==> src/rtl/fb_bram_arbiter.sv <==
// Frame-buffer BRAM owner: muxes display reads, the fill engine and the pixel writer onto one port.
// Display read data appears exactly 2 cycles after the request; fill and writer grants take effect in the same cycle.
// Display is never stalled; fill stalls while the display requests; the writer's wr_ready is low during a display request or an active fill.
module fb_bram_arbiter #(
    parameter int ROW_W = 7,
    parameter int COL_W = 7,
    parameter int PIX_W = 16
) (
    input  logic                   clk,
    input  logic                   reset,
    input  logic                   disp_req,
    input  logic [ROW_W-1:0]       disp_row,
    input  logic [COL_W-1:0]       disp_col,
    output logic [PIX_W-1:0]       disp_rgb,
    output logic                   disp_valid,
    input  logic                   wr_valid,
    output logic                   wr_ready,
    input  logic [ROW_W-1:0]       wr_row,
    input  logic [COL_W-1:0]       wr_col,
    input  logic [PIX_W-1:0]       wr_data,
    input  logic                   fill_start,
    input  logic [PIX_W-1:0]       fill_color,
    output logic                   fill_busy,
    output logic                   fill_done,
    output logic [ROW_W+COL_W-1:0] ram_addr,
    output logic                   ram_we,
    output logic [PIX_W-1:0]       ram_wdata,
    input  logic [PIX_W-1:0]       ram_rdata
);

    localparam int ADDR_W = ROW_W + COL_W;
    localparam logic [ADDR_W-1:0] LAST_ADDR = '1;

    typedef enum logic {
        ST_IDLE,
        ST_FILL
    } fill_state_t;

    fill_state_t       state_q, state_d;
    logic [ADDR_W-1:0] cnt_q, cnt_d;
    logic [PIX_W-1:0]  color_q, color_d;
    logic              done_d;
    logic              fill_we;
    logic              req_d1;

    // A fill is in progress for the whole time the FSM sits in FILL; the
    // cycle that carries fill_done is already back in IDLE.
    assign fill_busy = (state_q == ST_FILL);

    // Writer only gets the port when neither higher-priority user wants it.
    assign wr_ready = wr_valid & ~disp_req & ~fill_busy;

    // Fill FSM next-state: latch colour on start, step the counter on every
    // cycle the display leaves the port free, leave after the last word.
    always_comb begin
        state_d = state_q;
        cnt_d   = cnt_q;
        color_d = color_q;
        done_d  = 1'b0;
        fill_we = 1'b0;
        case (state_q)
            ST_IDLE: begin
                if (fill_start) begin
                    state_d = ST_FILL;
                    cnt_d   = '0;
                    color_d = fill_color;
                end
            end
            ST_FILL: begin
                if (!disp_req) begin
                    fill_we = 1'b1;
                    cnt_d   = cnt_q + 1'b1;
                    if (cnt_q == LAST_ADDR) begin
                        state_d = ST_IDLE;
                        done_d  = 1'b1;
                    end
                end
            end
            default: state_d = ST_IDLE;
        endcase
    end

    // Fill FSM state, counter, latched colour and the done pulse.
    always_ff @(posedge clk) begin
        if (reset) begin
            state_q   <= ST_IDLE;
            cnt_q     <= '0;
            color_q   <= '0;
            fill_done <= 1'b0;
        end else begin
            state_q   <= state_d;
            cnt_q     <= cnt_d;
            color_q   <= color_d;
            fill_done <= done_d;
        end
    end

    // Grant mux: display > fill > writer; idle port drives all zeros.
    always_comb begin
        ram_addr  = '0;
        ram_we    = 1'b0;
        ram_wdata = '0;
        if (disp_req) begin
            ram_addr = {disp_row, disp_col};
        end else if (fill_we) begin
            ram_addr  = cnt_q;
            ram_we    = 1'b1;
            ram_wdata = color_q;
        end else if (wr_ready) begin
            ram_addr  = {wr_row, wr_col};
            ram_we    = 1'b1;
            ram_wdata = wr_data;
        end
    end

    // Read pipeline: request tag follows the BRAM's one-cycle read, then the
    // returned word is registered; disp_rgb holds between valid pixels.
    always_ff @(posedge clk) begin
        if (reset) begin
            req_d1     <= 1'b0;
            disp_valid <= 1'b0;
            disp_rgb   <= '0;
        end else begin
            req_d1     <= disp_req;
            disp_valid <= req_d1;
            if (req_d1) begin
                disp_rgb <= ram_rdata;
            end
        end
    end

endmodule

==> config.mk <==
export PLATFORM = sky130hd
export DESIGN_NAME = fb_bram_arbiter
export DESIGN_NICKNAME = d
export VERILOG_FILES = /design/src/rtl/fb_bram_arbiter.sv
export SDC_FILE = /design/constraint.sdc
export NUM_CORES = 1
export LEC_CHECK = 0
export CAP_MARGIN = 20
export CORE_ASPECT_RATIO = 1.2
export CORE_MARGIN = 4
export CORE_UTILIZATION = 39
export DETAILED_ROUTE_END_ITERATION = 10
export PLACE_DENSITY_LB_ADDON = 0.2
export SETUP_SLACK_MARGIN = 0.1
export SLEW_MARGIN = 20
export SYNTH_ARGS = -nofsm -noshare
export SYNTH_HDL_FRONTEND = slang
export SYNTH_SLANG_ARGS = --single-unit
==> constraint.sdc <==
create_clock -name clk -period 2.4 [get_ports clk]
set_clock_uncertainty 0.15 [all_clocks]
set_input_delay 0.6 -clock clk [delete_from_list [all_inputs] [get_ports clk]]
set_output_delay 0.6 -clock clk [all_outputs]
set_load 0.005 [all_outputs]
==> key figures <==
Run status
  – Status: completed

Clock tree
  – CTS Buf Count: 5
  – # hold bufs at CTS: 0
  – CTS tree: yes
  – Clock Latency Late Sink: 0.29 ns
  – Clock Sinks: 50
  – Root buffer cell: clkbuf_8
  – Max clock buf depth: 2
  – Clk slew on worst S/H paths: 0.09 ns
  – # H-tree levels: 2

Synth
  – Synthesized flop and latch total: 50
  – Async SR Flop Fraction: 0%
  – Mapped Avg Cell Area: 8.08 um^2
  – Netlist cell types: 36
  – Post-synth top flop: dfxtp_1
  – Seq/Total Area, Yosys: 42.0%
  – Post-synthesis cell count: 295
  – Synth top cells by count: nand2_1 (56), dfxtp_1 (50), nor2_1 (36)
  – Cell Area, Synth: 2380 um^2
  – Top cell type's share of synthesized area: 42.0%
  – Net Count, Synth: 377
  – Count leader, synth: nand2_1
  – Synth top area cells: dfxtp_1 (42%), nand2_1 (8.8%), mux2i_1 (6.7%), a22o_1 (5.9%), nor2_1 (5.7%)
  – Ys Warns: 0
  – EDFF count, synth: 0
  – Cell type with the largest total area after synthesis: dfxtp_1

Detailed routing
  – Via count: 2573
  – Remaining DRCs: 0
  – Number of vias per cell: 5.05
  – Initial DRT Pass Iterations: 4
  – Wire per inst: 14.2 um
  – Antenna viol nets, final: 0
  – WL final: 7250 um
  – DR iter-0 viols: 94

GRT
  – GRT Overall Usage: 19.3%
  – GRT overflow: 0
  – Initial antenna violation count: 0
  – Number of global-route vias before repair: 2499
  – First-pass GRT wire length: 11500 um
  – Pin count of the biggest net entering global routing: 32

Final layout
  – Final instance area: 3920 um^2
  – Filler cell count: 524
  – Nets: 511
  – Final core utilization: 67.8%
  – Layout cell share with drive strength beyond 1: 15.6%
  – Diode count: 0
  – Layout area overhead: 64.5%
  – Register area: 1000 um^2
  – Area of the multi-input gates: 1310 um^2

Critical path
  – Worst Setup Start Kind: input port
  – Setup slack, reg-to-reg: 0.48 ns
  – Setup crit end kind: output pin
  – Crit Path Category: input port to output pin
  – CP Max Fanout: 7
  – CP arrival: 1.55 ns
  – Worst reg2reg endpoint: cnt_q[12]
  – R2R depth: 5
  – Required @ worst endpoint: 1.65 ns
  – Worst r2r src: cnt_q[0]

STA
  – Rel. slew slack: 74.8%
  – Fin crit share: 96.0%
  – Min Tclk post-route: 2.30 ns
  – Final Slew Violations: 0
  – Hold_ws: 0.310 ns
  – Hold Fails Final Rpt: 0
  – Setup TNS: 0 ns
  – Final WS setup: 0.0953 ns
  – Fmax: 434 MHz
  – Slew @ Worst Pin: 0.378 ns
  – Setup-failing EPs final: 0
  – RSZ-0062 raised after global routing: yes

Place
  – Dpl ws: -0.575 ns
  – Placed Area: 3830 um^2
  – GP Congestion: 0.766
  – Port Buf Inserts: 131
  – DP Wirelength: 5260 um

Power
  – PD cells: 467 nW/um^2
  – Lkg Pwr: 0.00155 uW
  – Max VDD drop: 0.384 mV

Floorplanning
  – Die width: 79.4 um
  – # rows: 30
  – Area of the core: 5780 um^2
  – Die footprint: 7430 um^2
  – Ports: 132
  – Chip height: 93.6 um
  – Initial Util: 41.2%

Worst hold path
  – Beginning of the worst hold path: color_q[8]
  – HP Class: flip-flop to flip-flop
  – Hold Path Stages: 2
  – Hold endpoint: color_q[8]

Flow run
  – Max-cap violations: 0
[power by group]
group,leakage [uW],internal [uW],switching (uW),total [uW]
Clock,0.0000575,291,260,551
Sequential,0.000409,861,20.2,881
Combinational,0.00108,248,152,400
Total,0.00155,1400,433,1830
[routing by layer]
layer	routed length (um)	up-vias	global-route usage, %
met4	80	0	5.30
met1	3000	1156	22.8
li1	-	1300	-
met2	3450	109	33.4
met5	0	-	0
met3	706	8	6.17
[flip-flops by register name, summed over array words and instances, names as in the netlist]
name	flops
fill_done	1
disp_rgb	16
disp_valid	1
cnt_q	14
color_q	16
fill_busy	1
req_d1	1
[worst max-delay path: stages]
cell	delay [ns]
buf_2	0.12
nor2b_4	0.13
buf_4	0.13
buf_6	0.13
a22oi_2	0.16
o21ai_1	0.07
clkdlybuf4s15_1	0.20
[cells in the final DEF (no fill, tap or decap), drive strengths merged, types with 2 or more instances in the layout]
master / synthesis / final
clkdlybuf4s50: 0 / 97
nand2: 56 / 56
dfxtp: 50 / 50
buf: 10 / 38
nor2: 36 / 36
a21oi: 23 / 23
a22o: 16 / 16
mux2i: 16 / 16
o21ai: 16 / 16
a22oi: 15 / 15
clkbuf: 15 / 15
dlygate4sd2: 0 / 8
nand3: 7 / 7
nor2b: 5 / 5
mux2: 4 / 4
nand4: 3 / 3
a311oi: 3 / 3
nand2b: 2 / 2
nand3b: 2 / 2
clkdlybuf4s15: 0 / 2
[stage by stage]
| step | power (uW) | cells |
|---|---|---|
| floorplan | 1040 | 295 |
| detailed placement | 1310 | 498 |
| CTS | 1850 | 510 |
| global placement | 1300 | 498 |
| global route | 1930 | 510 |
| finish | 1830 | 510 |
[final cells by class]
type | instances | share of cell area, %
repair buffers | 152 | 35.7
multi-input cells | 220 | 33.3
flip-flops and latches | 50 | 25.6
clock buffers | 8 | 2.81
well taps | 80 | 2.55
[cells by family after synthesis]
| kind of cell | count (synthesis) | synth area share (%) |
|---|---|---|
| compound gates | 77 | 21.2 |
| flops | 50 | 42.0 |
| mux | 20 | 8.61 |
| simple gates | 122 | 23.0 |
| buf+inv | 25 | 4.62 |
| fa+ha+maj | 1 | 0.525 |
[how the worst max path moves through the flow]
stage / start / endpoint / slack (ns) / depth (start not counted)
CTS: wr_valid / ram_addr[1] / 0.01 / 7
floorplan: disp_req / ram_wdata[10] / 0.19 / 4
detailed placement: wr_valid / ram_addr[1] / -0.58 / 6
finish: wr_valid / ram_addr[4] / 0.1 / 7
global placement: wr_valid / ram_wdata[15] / -0.53 / 5
global route: wr_valid / ram_addr[4] / 0.02 / 7
[timing repair]
action | 4_1_cts | 5_1_grt
buffers inserted | 2 | 0
endpoints found under the setup margin | 32 | 17
cloned | 2 | 0
pin swaps | 1 | 3
resized for setup | 97 | 29
(Power assumes the default switching activity.)
==> RTL edit, RTL diff (config.mk and constraints unchanged) <==
Reset style: asynchronous (`reset`), changed in 2 clocked blocks.
--- a/src/rtl/fb_bram_arbiter.sv
+++ b/src/rtl/fb_bram_arbiter.sv
@@ -81,7 +81,7 @@
     end
 
     // Fill FSM state, counter, latched colour and the done pulse.
-    always_ff @(posedge clk) begin
+    always_ff @(posedge clk or posedge reset) begin
         if (reset) begin
             state_q   <= ST_IDLE;
             cnt_q     <= '0;
@@ -115,7 +115,7 @@
 
     // Read pipeline: request tag follows the BRAM's one-cycle read, then the
     // returned word is registered; disp_rgb holds between valid pixels.
-    always_ff @(posedge clk) begin
+    always_ff @(posedge clk or posedge reset) begin
         if (reset) begin
             req_d1     <= 1'b0;
             disp_valid <= 1'b0;
Function: differs if reset is asserted again (counterexample within 4 cycles, from zero or initial values and one cycle with reset high); with reset held inactive, the same outputs for 10 cycles.
==> RTL edit against the original RTL <==
  * Synthesized cell count is 15% lower
  * Wire length is 0.52% higher
  * Cell area is 4.8% higher
  * Total power is 20% higher
  * Critical path type is now flip-flop to output pin
  * Largest cell class unchanged
  * Die area is 3.0% higher
  * Sequential cell count stayed put
  * Area after synthesis is 3.4% higher
  * Worst setup slack worse by 0.055 ns
==> RTL edit: results (changes against the original RTL) <==
The run finished with clean final reports. Total routing resource utilization after global routing: 0.193 (+0.000234). The adder and majority gate portion of the synthesized area is 0.00508 (-0.000171).

In this run the critical register-to-register path is captured at cnt_q[9]$_DFFE_PP0P_. The post-synthesis compound-gate area fraction was 0.162 (-0.0506); the placement-stage cell area was 3920 µm² (+2.3%). The deepest level of the CTS H-tree was 2 (unchanged).

The critical path in this run is classified as flip-flop to output pin. Dominant delay contributor by cell family on the critical path: flip-flops. The worst hold path cell count was 2 (unchanged); the delay contributed by the slowest stage of the critical path was 0.46 ns (+0.26 ns). The xor/xnor share of the synthesized area works out to 0.00356 (+0.00356).

The proportion of synthesized flip-flops having asynchronous set or reset was 1.00 (+1.00). The tools report the sequential fraction of the synthesis area as 0.508 (+0.0879). The startpoint of the worst hold path was color_q[10]$_DFFE_PP0P_. The weighted congestion at the end of routability-driven global placement is 0.775 (+1.3%). The tools report the detailed-route wire length as 7.28 mm (+0.52%).

By count the netlist is led by 74 x sky130_fd_sc_hd__nand2_1, 50 x sky130_fd_sc_hd__dfrtp_1, 18 x sky130_fd_sc_hd__o21ai_0, 16 x sky130_fd_sc_hd__a22o_1, 16 x sky130_fd_sc_hd__mux2_2. The leakage component of the power is 1.85 nW (+20%), and the via count of the first global-routing pass is 2364 (-5.4%). The via density per instance came out at 4.94 (-2.0%). The largest net degree at the start of global routing was 30 (-6.3%). After synthesis, the cell types taking the most area are sky130_fd_sc_hd__dfrtp_1 51%, sky130_fd_sc_hd__nand2_1 11%, sky130_fd_sc_hd__mux2_2 7.3%. The critical path's slowest cell is sky130_fd_sc_hd__dfrtp_2.

The synthesized net count was 333 (-12%); the highest fanout seen on the critical path was 4 (-3). The logs give 528 (+0.76%) for the count of filler cells inserted in the layout and 0.000282 V (-26%) for the largest vdd supply drop. Actual transition at the worst max-transition pin: 0.651 ns (+0.273 ns).

The portion of netlist area occupied by mux cells was 0.0934 (+0.00736). The count of nets after finishing is 487 (-4.7%), and the post-DP HPWL is 5.29 mm (+0.52%). The setup slack of the worst register-to-register path came out at 0.55 ns (+0.07 ns). The power spent charging and discharging nets is 0.612 mW (+41%), and the count of cell types in the netlist is 32 (-11%).

The tools report the first-pass detailed-route iteration total as 4 (unchanged). The fraction of final layout cells sized beyond drive strength 1 is 0.249 (+0.0930), and the CTS buffer count is 5 (unchanged). The number of diodes added for antenna fixing is 0 (unchanged), and the worst endpoint data arrival time is 1.61 ns (+0.06 ns). The buffer depth of the longest clock path is 2 (unchanged). The startpoint identified for the worst register-to-register timing path is fill_busy$_DFF_PP0_.

The logs give 11.5 mm (-0.23%) for the first-pass GRT wire length and 80 (-15%) for the DRC marker count from the first detailed-route iteration. The area growth from synthesis to layout is 66.7%. The capture endpoint of the worst hold path was color_q[10]$_DFFE_PP0P_. The number of port buffers is 131 (unchanged).
## RTL edit: how the worst max path moves through the flow
stage | depth (start not counted) | slack [ns] | end
2_1_floorplan | 5 | 0.19 | ram_wdata[10]
3_3_place_gp | 6 | -0.63 | ram_wdata[10]
3_5_place_dp | 6 | -0.62 | ram_wdata[10]
4_1_cts | 7 | -0.02 | ram_wdata[10]
5_1_grt | 7 | -0.05 | ram_wdata[11]
6_report | 7 | 0.04 | ram_wdata[10]
## RTL edit: power groups by stage
stage               clock network, mW  registers [mW]  logic (mW)
global route                    0.595            1.10       0.631
floorplan                           0            1.06       0.263
detailed placement                  0            1.09       0.611
CTS                             0.561            1.07       0.572
finish                          0.549            1.08       0.569
global placement                    0            1.09       0.594
## RTL edit: routing by layer
metal,share of wire,vias to the layer above,track usage
met4,0.0089,0,0.0465
met5,0,-,0
li1,-,1189,-
met2,0.53,77,0.345
met3,0.064,5,0.0463
met1,0.40,1141,0.234
## RTL edit: layout make-up
class | count | share of cell area
Tap cell | 82 | 0.0250
Sequential cell | 50 | 0.305
Clock buffer | 7 | 0.0235
Inverter | 3 | 0.00274
Clock inverter | 1 | 0.00213
Multi-Input combinational cell | 180 | 0.279
Timing Repair Buffer | 165 | 0.362
## RTL edit: through the flow
stage,power [mW],setup TNS (ns),worst slack [ns],hold WS [ns],cells
after detailed placement,1.70,-18.90,-0.619,0.317,462
after CTS,2.21,-0.0850,-0.0205,0.345,487
after global placement,1.68,-19.03,-0.631,0.312,462
after global routing,2.32,-0.137,-0.0463,0.360,488
after floorplan,1.32,0,0.187,0.202,251
final,2.20,0,0.0402,0.342,488
## RTL edit: timing repair
item                       CTS  global route
buffers inserted            15             2
pin swaps                   11            12
setup endpoints to repair   32            29
gates cloned                 2             0
gates resized for setup    142            22
